## src/rtl/mem_arb_pkg.sv

```systemverilog
// Shared types and constants for the two-port memory arbiter.
package mem_arb_pkg;

    localparam int ADDR_W = 5;
    localparam int DATA_W = 32;
    localparam int NREQ   = 2;

    typedef enum logic [1:0] {
        ST_IDLE,
        ST_ACCESS,
        ST_RESP
    } state_t;

    // Requesters supply word indices; the memory bus expects byte addresses.
    function automatic logic [31:0] wordToByte(input logic [ADDR_W-1:0] wordIdx);
        return {{(32 - ADDR_W - 2){1'b0}}, wordIdx, 2'b00};
    endfunction

endpackage

```

## src/rtl/arb_rr_pick.sv

```systemverilog
// Combinational round-robin winner select for two requesters (0 = core, 1 = loader).
module arb_rr_pick
    import mem_arb_pkg::*;
(
    input  logic [NREQ-1:0] i_req,
    input  logic            i_lastGnt,
    output logic            o_valid,
    output logic            o_winner
);

    // On a tie the requester that did not win last time goes first.
    always_comb begin
        o_valid  = |i_req;
        o_winner = 1'b0;
        if (i_req == 2'b11) begin
            o_winner = ~i_lastGnt;
        end else if (i_req[1]) begin
            o_winner = 1'b1;
        end
    end

endmodule

```

## src/rtl/mem_port_arbiter.sv

```systemverilog
// Two-requester memory port arbiter: IDLE -> ACCESS (grant + strobe) -> RESP (ack + read data).
module mem_port_arbiter
    import mem_arb_pkg::*;
#(
    parameter int CNT_W = 16
)
(
    input  logic                  clk,
    input  logic                  reset,
    input  logic [NREQ-1:0]       req,
    input  logic [NREQ-1:0]       we,
    input  logic [2*ADDR_W-1:0]   addr,
    input  logic [2*DATA_W-1:0]   wdata,
    output logic [NREQ-1:0]       gnt,
    output logic [NREQ-1:0]       ack,
    output logic [DATA_W-1:0]     rdata,
    output logic                  mem_read,
    output logic                  mem_write,
    output logic [31:0]           mem_addr,
    output logic [DATA_W-1:0]     mem_wdata,
    input  logic [DATA_W-1:0]     mem_rdata,
    output logic                  busy,
    output logic [2*CNT_W-1:0]    grant_cnt
);

    state_t              r_state;
    logic                r_lastGnt;
    logic                r_winner;
    logic                r_we;
    logic [NREQ-1:0]     r_gnt;
    logic [NREQ-1:0]     r_ack;
    logic                r_memRead;
    logic                r_memWrite;
    logic [31:0]         r_memAddr;
    logic [DATA_W-1:0]   r_memWdata;
    logic [CNT_W-1:0]    r_cntCore;
    logic [CNT_W-1:0]    r_cntLoader;

    logic                w_pickValid;
    logic                w_winner;
    logic                w_weSel;
    logic [ADDR_W-1:0]   w_addrSel;
    logic [DATA_W-1:0]   w_wdataSel;

    arb_rr_pick u_pick (
        .i_req     (req),
        .i_lastGnt (r_lastGnt),
        .o_valid   (w_pickValid),
        .o_winner  (w_winner)
    );

    assign w_weSel    = we[w_winner];
    assign w_addrSel  = w_winner ? addr[2*ADDR_W-1:ADDR_W] : addr[ADDR_W-1:0];
    assign w_wdataSel = w_winner ? wdata[2*DATA_W-1:DATA_W] : wdata[DATA_W-1:0];

    // The bus-side registers double as the latch for the winning request.
    always_ff @(posedge clk) begin
        if (!reset) begin
            r_state     <= ST_IDLE;
            r_lastGnt   <= 1'b1;
            r_winner    <= 1'b0;
            r_we        <= 1'b0;
            r_gnt       <= '0;
            r_ack       <= '0;
            r_memRead   <= 1'b0;
            r_memWrite  <= 1'b0;
            r_memAddr   <= '0;
            r_memWdata  <= '0;
            r_cntCore   <= '0;
            r_cntLoader <= '0;
        end else begin
            r_gnt      <= '0;
            r_ack      <= '0;
            r_memRead  <= 1'b0;
            r_memWrite <= 1'b0;
            r_memAddr  <= '0;
            r_memWdata <= '0;
            case (r_state)
                ST_IDLE, ST_RESP: begin
                    if (w_pickValid) begin
                        r_state    <= ST_ACCESS;
                        r_winner   <= w_winner;
                        r_lastGnt  <= w_winner;
                        r_we       <= w_weSel;
                        r_gnt      <= w_winner ? 2'b10 : 2'b01;
                        r_memRead  <= ~w_weSel;
                        r_memWrite <= w_weSel;
                        r_memAddr  <= wordToByte(w_addrSel);
                        r_memWdata <= w_wdataSel;
                        if (w_winner) begin
                            if (r_cntLoader != {CNT_W{1'b1}}) r_cntLoader <= r_cntLoader + 1'b1;
                        end else begin
                            if (r_cntCore != {CNT_W{1'b1}}) r_cntCore <= r_cntCore + 1'b1;
                        end
                    end else begin
                        r_state <= ST_IDLE;
                    end
                end
                ST_ACCESS: begin
                    r_state <= ST_RESP;
                    r_ack   <= r_winner ? 2'b10 : 2'b01;
                end
                default: r_state <= ST_IDLE;
            endcase
        end
    end

    assign gnt       = r_gnt;
    assign ack       = r_ack;
    assign mem_read  = r_memRead;
    assign mem_write = r_memWrite;
    assign mem_addr  = r_memAddr;
    assign mem_wdata = r_memWdata;
    assign busy      = (r_state != ST_IDLE);
    assign grant_cnt = {r_cntLoader, r_cntCore};

    // Memory returns read data in the RESP cycle, so it is passed straight through.
    assign rdata = (r_state == ST_RESP && !r_we) ? mem_rdata : '0;

endmodule

```

## config.mk

```make
export PLATFORM = sky130hd
export DESIGN_NAME = mem_port_arbiter
export DESIGN_NICKNAME = d
export VERILOG_FILES = /design/src/rtl/mem_arb_pkg.sv /design/src/rtl/arb_rr_pick.sv /design/src/rtl/mem_port_arbiter.sv
export SDC_FILE = /design/constraint.sdc
export NUM_CORES = 1
export LEC_CHECK = 0
export ABC_AREA = 1
export CAP_MARGIN = 20
export CELL_PAD_IN_SITES_DETAIL_PLACEMENT = 1
export CELL_PAD_IN_SITES_GLOBAL_PLACEMENT = 2
export CORE_ASPECT_RATIO = 0.75
export CORE_MARGIN = 2
export CORE_UTILIZATION = 18
export CTS_BUF_LIST = sky130_fd_sc_hd__clkbuf_16
export DETAILED_ROUTE_END_ITERATION = 6
export GPL_ROUTABILITY_DRIVEN = 0
export PLACE_DENSITY_LB_ADDON = 0.15
export SETUP_SLACK_MARGIN = 0.4
export SLEW_MARGIN = 5
export SYNTH_ARGS = -nofsm -noshare
export SYNTH_HDL_FRONTEND = slang
export SYNTH_HIERARCHICAL = 1
export SYNTH_SLANG_ARGS = --single-unit
```

## constraint.sdc

```tcl
create_clock -name clk -period 1.8 [get_ports clk]
set_input_delay 0.18 -clock clk [delete_from_list [all_inputs] [get_ports clk]]
set_output_delay 0.18 -clock clk [all_outputs]
set_load 0.05 [all_outputs]
```

==> reports/metrics.yaml <==
outcome:
  outcome: "complete, no violations"
layout:
  multiInputGateArea_sq_um: 2480
  utilization: 0.402
  area_growth_pct: 118
  drive_gt1_frac: 0.456
  final_cell_area_sq_um: 8560
  seq_area_sq_um: 1680
  fin_nets: 921
  fill_cells: 2415
  diodes: 0
grt:
  antenna_found_initial: 0
  grt_pass1_vias: 4427
  gr-usage-all-layers: 0.135
  grt_max_degree: 39
  grt_overflow: 0
  grt_pass1_wl_microns: 24400
die:
  pin_count: 247
  dieWidth_microns: 175
  core_area_sq_um: 21300
  dieArea_sq_um: 23100
  rows: 46
  start_util: 0.185
  die_y_microns: 132
critical_path:
  arrival_ps: 1480
  reg2reg_slack_ps: 290
  worstSetupStartpointType: "flop"
  critPathMaxFanout: 8
  path_cells: "inv_2, nor2_4, nand2_4, buf_12, buf_16, nor2_4, buf_12"
  path_class: "flop to primary output"
  rr_startpoint: "r_state[0]"
  r2r_cells: 11
  cp-end-kind: "primary output"
  max_stage_delay_ps: 330
  required_ps: 1620
  slowest_stage: "dfxtp_2"
  worstReg2RegEnd: "mem_wdata[10]"
sta:
  maxSlewViolCount: 0
  fmaxAchievable_ghz: 0.604
  worst_clock_skew_ps: 8.39
  maxSlewHeadroom: 0.651
  fin_crit_sh: 0.920
  period_needed_ps: 1660
  setup_viol: 0
  setup_ws_ps: 144
  worstMarginPinSlew_ps: 525
  rsz0062_at_grt: "true"
  hold_violations: 0
routing:
  avgViaCountPerCell: 3.96
  antenna_left: 0
  drc_errors: 0
  routedWlPerCell_microns: 15.7
  vias: 4355
  dr.pass1.iters: 4
  drt-total-wl_microns: 17300
  initialDrtViolationCount: 95
hold_path:
  min_from: "wdata[58]"
  hp-class: "primary input to flop"
  hold_depth: 3
  min_to: "mem_wdata[26]"
clocking:
  cts_max_path_buffers: 2
  h-tree-depth: 3
  hold_buffers: 0
  root_buffer: "clkbuf_16"
  cts_sinks: 80
  clock_latency_ps: 350
  cts_tree: "built"
  path_clk_slew_ps: 70
  cts_made_buffers: 9
yosys:
  avgSynthCellArea_sq_um: 7.32
  syn_inst: 538
  synth_cell_types: 35
  ys_seq_area_frac: 0.407
  yosysMostFrequentCell: "inv_1"
  synth-edff-count: 0
  ys.warnings.count: 6
  synth_seq_cells: 80
  ys.flop_type: "dfxtp_1"
  synth_top_area_share: 0.407
  synth_area_leaders: "dfxtp_1, inv_1, nor2_1"
  synthTopCellsByCount: "inv_1, nor2_1, dfxtp_1"
  yosysTopAreaCell: "dfxtp_1"
  syn_area_sq_um: 3940
  async_flop_share: 0
power_and_ir_drop:
  irDropWorstVdd_uv: 338
  cellPowerDensity_nw_per_um2: 661
  p_leak_uw: 0.00361
placed_design:
  io_buffers: 219
  post-place-ws_ps: -52.9
  dpl_cell_area_sq_um: 6850
  dp_hpwl_microns: 11800
job:
  cap_viol_max_count: 0
==> placed cells by master (no fill, tap or decap), types with 6 or more instances in the layout <==
cell type / n
nor2_4: 47
conb_1: 27
a21oi_2: 20
dfxtp_2: 21
dfxtp_1: 45
nand2_1: 59
buf_6: 11
buf_12: 44
a22oi_2: 35
clkdlybuf4s15_1: 20
nand3_2: 16
clkbuf_16: 18
nand2_4: 10
dfxtp_4: 14
nor2_1: 39
clkdlybuf4s15_2: 29
nor3_1: 6
clkbuf_2: 19
buf_4: 21
nor2_2: 11
nand3_1: 9
nand2_2: 21
inv_1: 100
clkdlybuf4s50_1: 109
==> worst max-delay path, delay by kind of cell, from the launching register on <==
family | cells | cell delay (ps)
DFF | 1 | 330
and+or+nand+nor | 3 | 320
buffers and inverters | 4 | 490
==> final cells by class <==
| class | instances | area share |
|---|---|---|
| clock inverters | 7 | 0.0127 |
| flip-flops and latches | 80 | 0.196 |
| inverters | 108 | 0.0495 |
| well taps | 288 | 0.0421 |
| multi-input cells | 333 | 0.290 |
| clock buffers | 9 | 0.0263 |
| repair buffers | 275 | 0.383 |
==> worst max-delay path by stage <==
stage	from	endpoint	slack (ps)	cells after the start
5_1_grt	r_state[1]	rdata[15]	80	7
2_1_floorplan	r_state[1]	rdata[10]	240	5
3_5_place_dp	req[1]	r_cntLoader[11]	-50	11
4_1_cts	r_state[1]	rdata[19]	120	7
3_3_place_gp	req[1]	r_cntLoader[9]	-20	11
6_report	r_state[1]	rdata[15]	140	7
==> through the flow <==
step	power [uW]	hold slack [ps]	TNS [ps]	instances
CTS	5500	396	0	1075
finish	5660	414	0	1100
detailed placement	3260	425	-410	1040
global placement	3240	402	-46.9	1040
global route	5910	412	0	1100
floorplan	2700	292	0	564
==> sequential cells by signal, indices dropped and copies added, names as in the netlist, 2 cells and up <==
signal	flops
ack	2
gnt	2
mem_addr	5
mem_wdata	32
r_cntCore	16
r_cntLoader	16
r_state	2
==> logic make-up (layout without fill, tap and decap cells) <==
| family | count (synthesis) | after routing | share of synthesized area |
|---|---|---|---|
| AOI/OAI and AO/OA | 69 | 69 | 0.120 |
| xor gates and xnor gates | 6 | 6 | 0.0133 |
| adders and majority gates | 2 | 2 | 0.00635 |
| buffers and inverters | 152 | 399 | 0.185 |
| DFF | 80 | 80 | 0.407 |
| other | 1 | 27 | 0.000952 |
| and+or+nand+nor | 228 | 229 | 0.267 |
==> power by group <==
part | total (uW) | internal [uW] | switching (uW)
combinational | 1690 | 723 | 971
clock | 2090 | 1250 | 841
sequential | 1880 | 1840 | 38.4
==> repair_timing <==
item                                    4_1_cts  5_1_grt
endpoints found under the setup margin      139      138
pin swaps                                    14       52
cloned                                        4       14
setup buffers                                15       11
resized for setup                           249      167
==> metal layers <==
metal | global-route usage | up-vias | part of all wire
li1 | - | 2143 | -
met1 | 0.155 | 2057 | 0.40
met2 | 0.229 | 140 | 0.51
met3 | 0.0591 | 15 | 0.086
met4 | 0.0315 | 0 | 0.013
met5 | 0 | - | 0
(Power assumes the default switching activity.)
